File: src/rtl/comparator_pkg.sv
// Shared types and constants for the sequential magnitude comparator.
// Holds the FSM state encoding, result bit positions and the parameter legality check.
package comparator_pkg;

    typedef enum logic [1:0] {
        IDLE = 2'd0,
        SCAN = 2'd1,
        DONE = 2'd2
    } cmp_state_t;

    localparam int unsigned CMP_LT = 0;
    localparam int unsigned CMP_EQ = 1;
    localparam int unsigned CMP_GT = 2;
    localparam int unsigned CMP_W  = 3;

    // Operand width must split into whole digits of legal size.
    function automatic bit width_ok(input int unsigned width, input int unsigned digit);
        return (digit >= 1) && (digit <= width) && ((width % digit) == 0);
    endfunction

endpackage

File: src/rtl/comparator_digit.sv
// Combinational DIGIT-wide unsigned magnitude compare; exactly one of lt/gt/eq is high.
module comparator_digit #(
    parameter int unsigned DIGIT = 4
) (
    input  logic [DIGIT-1:0] a,
    input  logic [DIGIT-1:0] b,
    output logic             lt,
    output logic             gt,
    output logic             eq
);

    assign lt = (a < b);
    assign gt = (a > b);
    assign eq = (a == b);

endmodule

File: src/rtl/seq_mag_comparator.sv
// Multi-cycle MSD-first magnitude comparator behind valid/ready, early exit on first unequal digit.
// Optional two's-complement mode enabled by the SIGNED_CMP_EN macro (adds the in_signed port).
module seq_mag_comparator
    import comparator_pkg::*;
#(
    parameter int unsigned WIDTH = 16,
    parameter int unsigned DIGIT = 4
) (
    input  logic             clk,
    input  logic             rst_n,
    input  logic             in_valid,
    output logic             in_ready,
    input  logic [WIDTH-1:0] a,
    input  logic [WIDTH-1:0] b,
`ifdef SIGNED_CMP_EN
    input  logic             in_signed,
`endif
    output logic             out_valid,
    input  logic             out_ready,
    output logic             LT,
    output logic             GT,
    output logic             EQ
);

    localparam int unsigned NDIG = WIDTH / DIGIT;
    localparam int unsigned IW   = (NDIG > 1) ? $clog2(NDIG) : 1;
    localparam logic [IW-1:0]    IDX_TOP  = IW'(NDIG - 1);
    localparam logic [WIDTH-1:0] MSB_MASK = WIDTH'(1) << (WIDTH - 1);

    if (!width_ok(WIDTH, DIGIT)) begin : g_bad_params
        $error("seq_mag_comparator: WIDTH must be a nonzero multiple of DIGIT");
    end

    cmp_state_t       state, state_d;
    logic [IW-1:0]    idx, idx_d;
    logic [WIDTH-1:0] a_q, a_d;
    logic [WIDTH-1:0] b_q, b_d;
    logic [CMP_W-1:0] res_q, res_d;
    logic [WIDTH-1:0] flip;
    logic             dig_lt, dig_gt, dig_eq;

`ifdef SIGNED_CMP_EN
    assign flip = in_signed ? MSB_MASK : '0;
`else
    assign flip = '0;
`endif

    // Operands shift left each equal step, so the active digit is always the top slice.
    comparator_digit #(.DIGIT(DIGIT)) u_digit (
        .a  (a_q[WIDTH-1 -: DIGIT]),
        .b  (b_q[WIDTH-1 -: DIGIT]),
        .lt (dig_lt),
        .gt (dig_gt),
        .eq (dig_eq)
    );

    always_ff @(posedge clk) begin
        if (!rst_n) begin
            state <= IDLE;
            idx   <= IDX_TOP;
            a_q   <= '0;
            b_q   <= '0;
            res_q <= '0;
        end else begin
            state <= state_d;
            idx   <= idx_d;
            a_q   <= a_d;
            b_q   <= b_d;
            res_q <= res_d;
        end
    end

    always_comb begin
        state_d = state;
        idx_d   = idx;
        a_d     = a_q;
        b_d     = b_q;
        res_d   = res_q;
        case (state)
            IDLE: begin
                if (in_valid) begin
                    a_d     = a ^ flip;
                    b_d     = b ^ flip;
                    idx_d   = IDX_TOP;
                    state_d = SCAN;
                end
            end
            SCAN: begin
                if (dig_gt) begin
                    res_d         = '0;
                    res_d[CMP_GT] = 1'b1;
                    state_d       = DONE;
                end else if (dig_lt) begin
                    res_d         = '0;
                    res_d[CMP_LT] = 1'b1;
                    state_d       = DONE;
                end else if (dig_eq && (idx == '0)) begin
                    res_d         = '0;
                    res_d[CMP_EQ] = 1'b1;
                    state_d       = DONE;
                end else begin
                    idx_d = idx - IW'(1);
                    a_d   = a_q << DIGIT;
                    b_d   = b_q << DIGIT;
                end
            end
            DONE: begin
                if (out_ready) begin
                    res_d   = '0;
                    state_d = IDLE;
                end
            end
            default: begin
                res_d   = '0;
                state_d = IDLE;
            end
        endcase
    end

    always_comb begin
        in_ready  = 1'b0;
        out_valid = 1'b0;
        case (state)
            IDLE:    in_ready  = 1'b1;
            DONE:    out_valid = 1'b1;
            default: ;
        endcase
    end

    assign LT = res_q[CMP_LT];
    assign GT = res_q[CMP_GT];
    assign EQ = res_q[CMP_EQ];

endmodule
File: config.mk
export PLATFORM = sky130hd
export DESIGN_NAME = seq_mag_comparator
export DESIGN_NICKNAME = d
export VERILOG_FILES = /design/src/rtl/comparator_pkg.sv /design/src/rtl/comparator_digit.sv /design/src/rtl/seq_mag_comparator.sv
export SDC_FILE = /design/constraint.sdc
export NUM_CORES = 1
export LEC_CHECK = 0
export CAP_MARGIN = 20
export CORE_ASPECT_RATIO = 1.1
export CORE_MARGIN = 2
export CORE_UTILIZATION = 45
export DETAILED_ROUTE_END_ITERATION = 10
export PLACE_DENSITY_LB_ADDON = 0.2
export SLEW_MARGIN = 10
export SYNTH_ARGS = -nofsm -noshare
export SYNTH_HDL_FRONTEND = slang
export SYNTH_SLANG_ARGS = --single-unit
File: constraint.sdc
create_clock -name clk -period 2.4 [get_ports clk]
set_input_delay 0.36 -clock clk [delete_from_list [all_inputs] [get_ports clk]]
set_output_delay 0.36 -clock clk [all_outputs]
set_load 0.02 [all_outputs]
# Yosys cells after proc, flatten, opt, wreduce, memory -nomap -nowiden
# Cells that the tools add are included.
# classes
order_cmp	2
addsub	1
bitwise_logic	1
n_eq_ne	9
reduce_logical	7
muxes	28
# ops
cell	n
$mux W16	8
$pmux W16 S2	2
$mux W2	9
$mux W3	4
$ne A2 B2 Y1 const B	5
$pmux W3 S3	1
$pmux W2 S3	1
$reduce_and A3 Y1	2
$reduce_and A5 Y1	1
$eq A4 B4 Y1	1
$gt A4 B4 Y1	1
$logic_not A2 Y1	2
$lt A4 B4 Y1	1
$ne A4 B4 Y1 const B	1
$pmux W2 S2	1
$eq A2 B1 Y1 const B	1
$eq A2 B2 Y1 const B	1
$mux W1	2
$reduce_bool A2 Y1	1
$sub A2 B1 Y2 const B	1
$logic_and A1 B1 Y1	1
$not A1 Y1	1
# totals
wordCells	53
reg_bits	39
in_bits	36
output_inout_bits	5

# Depth between registers and ports, before layout
# logic_depth
ltp_word	6
ltp_mapped	8
mapped_depth_nobuf	6

# By module
# From an unflattened synthesis, not the netlist that was laid out.
# hier_totals
hier_cells	232
area_unflattened_um2	2109.5
# by_module_without_submodules
mod	area_each_um2	n_inst	seq_area_each_um2	cells_each
seq_mag_comparator	1980.6	1	780.7	216
comparator_digit	128.9	1	0.0	16

# Least setup slack after synthesis
# OpenSTA, ideal clock, no wires.
# synth_path
path_kind	reg2reg
start	register idx[0]
end	register a_q[1]
slack_ns	0.402
period_less_slack_ns	1.998
n_path_buf	2
path_stages_with_launch	9
arrival_time_ns	1.880
t_required_ns	2.283
setup_ns	0.117
path_cell_list	dfxtp_1 -> inv_1 -> ha_1 -> or3b_1 -> a311o_1 -> and2_4 -> buf_6 -> buf_6 -> a32o_1
# synth_via
elab_chain_len	4
# synth_rtl
item	line	source
start: declaration	seq_mag_comparator.sv:35	logic [IW-1:0] idx, idx_d;
start signal: assignment	seq_mag_comparator.sv:66	idx <= idx_d;
$logic_not A2 Y1	seq_mag_comparator.sv:97	end else if (dig_eq && (idx == '0)) begin
$logic_and A1 B1 Y1	seq_mag_comparator.sv:97	
$ne A2 B2 Y1 (no source line)	n/a	
$reduce_and A5 Y1 (no source line)	n/a	
end signal: assignment	seq_mag_comparator.sv:61	a_q <= '0;
end signal: assignment	seq_mag_comparator.sv:67	a_q <= a_d;
end: declaration	seq_mag_comparator.sv:36	logic [WIDTH-1:0] a_q, a_d;
# No other way between the ends.
# A chain may end at the register's enable or synchronous reset.

# Final worst setup path
# layout_path
start	register b_q[15]
end	register b_q[5]
# layout_via
elab_chain_len	4
word_cells_on_any_way	8
cone_classes	2 x order compare; 4 x eq/ne; 2 x reduce/logical
# layout_rtl
item	line	source
start: declaration	seq_mag_comparator.sv:37	logic [WIDTH-1:0] b_q, b_d;
start signal: assignment	seq_mag_comparator.sv:62	b_q <= '0;
start signal: assignment	seq_mag_comparator.sv:68	b_q <= b_d;
parallel branches: the longest is 3 deep, another holds $gt A4 B4 Y1	n/a	
$reduce_and A5 Y1 (no source line) *	n/a	
# Mark *: on every way between the ends.

==> results.toml <==
[layout]
finish.utilization = 0.578
nFillCells = 365
syn_to_final_growth_pct = 24.0
nets = 288
finalNonFillerCells = 302
diodes = 0
drive_gt1_frac = 0.149

[critical_path]
cp_top_family = "compound AO/OA/AOI/OAI gates"
path_cells = "inv_1 > ha_1 > a21oi_1 > a311o_1 > and2_4 > mux2i_1"
crit_arrival_ns = 2.34
crit_start = "b_q[15]$_SDFFE_PN0P_"
cp_slowest_cell = "and2_4"
r2r_start = "b_q[15]$_SDFFE_PN0P_"
critPathRequiredTime_ns = 2.61
cp-end-kind = "register"
worstSetupPathType = "reg2reg"
path_buf_inv = 1
path_max_fanout = 31
start_kind = "register"
slowest_delay_ns = 0.48

[cts]
cts.sinks = 39
cts_resized = 0
clk_pin_slew_ns = 0.07
cts_hold_buf = 0
htreeDepth = 2
cts_buffer_depth = 2
numCtsBuffers = 5
root_buffer = "clkbuf_8"
worstSkewPairLatency_ns = 0.28
cts_tree = "built"
post_cts_buffers = 0

[placed_design]
portBuffers = 40
place_inst = 294
post-place-ws_ns = 0.306
gp_congestion = 0.823
place.detailed.hpwl_um = 2630

[floorplanning]
ios = 41
die_area_um2 = 4990
core_area_um2 = 4290
start_util = 0.466
die_h_um = 73.9
die_w_um = 67.5
num_rows = 25

[global_routing]
grt_antenna_before_repair = 0
grt_pass1_vias = 1535
grt_pass1_wl_um = 6540
grt_max_degree = 37
grt_usage = 0.174
overflow = 0

[sta]
holdWs_ns = 0.459
worstMarginPinSlew_ns = 0.602
final_hold_viol_count = 0
skew_ns = 0.00745
layout_worst_path_cycle_share = 0.888
period_needed_ns = 2.13
fmax_mhz = 469
slew_violations = 0
setup_viol = 0
setup_tns_ns = 0
maxSlewHeadroom = 0.598
rsz0062_at_grt = "no"
setup_ws_ns = 0.269

[yosys]
post-synth-top-count-cell = "dfxtp_1"
synth.distinct_cells = 37
synth_area_leaders = "dfxtp_1 (39%), mux2i_1 (10%), o211ai_1 (7.5%), or2_2 (6.3%), a32o_1 (5.5%)"
syn_inst = 216
async_flop_share = 0
synth_flop_cell = "dfxtp_1"
yosysWarnings = 0
synth_top_area_frac = 0.391
synth_edf_count = 0
syn_area_um2 = 2000
synthesis.nets = 257
avgSynthCellArea_um2 = 9.25
seq_area_frac_synth = 0.391
synth_largest_area_cell = "dfxtp_1"
synth_common_cells = "dfxtp_1 (39), nand2_1 (25), mux2i_1 (20), o211ai_1 (20), or2_2 (20)"
synth.ff_latch_count = 39

[detailed_routing]
viasPerCell = 5.16
drt_wl_total_um = 3840
via_count = 1557
drt_first_pass_iters = 4
ant_nets = 0
wire_per_inst_um = 12.7
drt_iter0_drc = 37
drc_errors = 0

[power]
internal_power_w = 0.00126
p_leak_nw = 1.06
switching_share = 0.290
net-switching-power_w = 0.000514
p_per_area_nw_per_um2 = 715
p_seq_frac = 0.439
vdd_drop_max_v = 0.000435
clkPwrFrac = 0.269
combPwrFrac = 0.292

[status]
status = "completed"

[worst_hold_path]
min_from = "b_q[8]$_SDFFE_PN0P_"
hp-class = "reg2reg"

[run]
cap_viol_max_count = 0
## registers in the layout (all words and copies together), names as in the netlist
register,count
state,2
a_q,16
b_q,16
idx,2
res_q,3
## cells by family after synthesis
family          count (synthesis)  share of synthesized area
simple gates                   70                      0.182
compound gates                 49                      0.196
flops                          39                      0.391
buf+inv                        28                     0.0720
mux                            25                      0.128
fa+ha+maj                       5                     0.0313
## through the flow
step	area, um2	power (W)
floorplan	2000	0.00118
global placement	2380	0.00131
detailed placement	2380	0.00131
CTS	2480	0.00180
global route	2480	0.00189
finish	2480	0.00177
## final cells by class
type / count / area [um2] / share of cell area
Sequential cell: 39 / 781 / 0.315
Clock buffer: 8 / 100 / 0.0404
Inverter: 8 / 30.0 / 0.0121
Multi-Input combinational cell: 149 / 1070 / 0.433
Tap cell: 54 / 67.6 / 0.0273
Timing Repair Buffer: 44 / 425 / 0.172
## worst min-delay path: cells and delay by family, from the launching register on
family	cells	cell delay (ns)
DFF	1	0.31
and+or+nand+nor	1	0.05
muxes	1	0.05
## final timing paths
check	end	slack (ns)	cells after the start
max	b_q[5]$_SDFFE_PN0P_	0.27	6
min	b_q[8]$_SDFFE_PN0P_	0.46	2
max reg2reg	b_q[5]$_SDFFE_PN0P_	0.27	6
min reg2reg	b_q[8]$_SDFFE_PN0P_	0.46	2
## placed cells by master (no fill, tap or decap), types with 2 or more instances in the layout
master / instances
a21oi_1: 3
clkbuf_8: 7
nand2b_1: 3
nand3_1: 4
o211a_1: 4
a32o_1: 11
o211ai_1: 20
mux2i_1: 20
and2_1: 3
o21ai_0: 3
nand2_1: 25
nor2_1: 5
and3_1: 2
mux2_2: 4
ha_1: 5
dfxtp_1: 39
buf_4: 4
nor2b_1: 2
clkdlybuf4s50_1: 39
inv_1: 8
or2_2: 20
## layer usage
metal  GRT usage  vias to the layer above  part of all wire
met3      0.0352                        7             0.038
met1       0.202                      690              0.46
met2       0.304                       31              0.48
li1            -                      829                 -
met4      0.0748                        0             0.016
met5           0                        -                 0
## power by group through the flow
stage          logic, W  registers, W  clock network, W
6_report       0.000517      0.000778          0.000476
2_1_floorplan  0.000394      0.000786                 0
3_3_place_gp   0.000515      0.000790                 0
4_1_cts        0.000522      0.000778          0.000495
5_1_grt        0.000576      0.000788          0.000525
3_5_place_dp   0.000521      0.000793                 0
(Power assumes the default switching activity.)
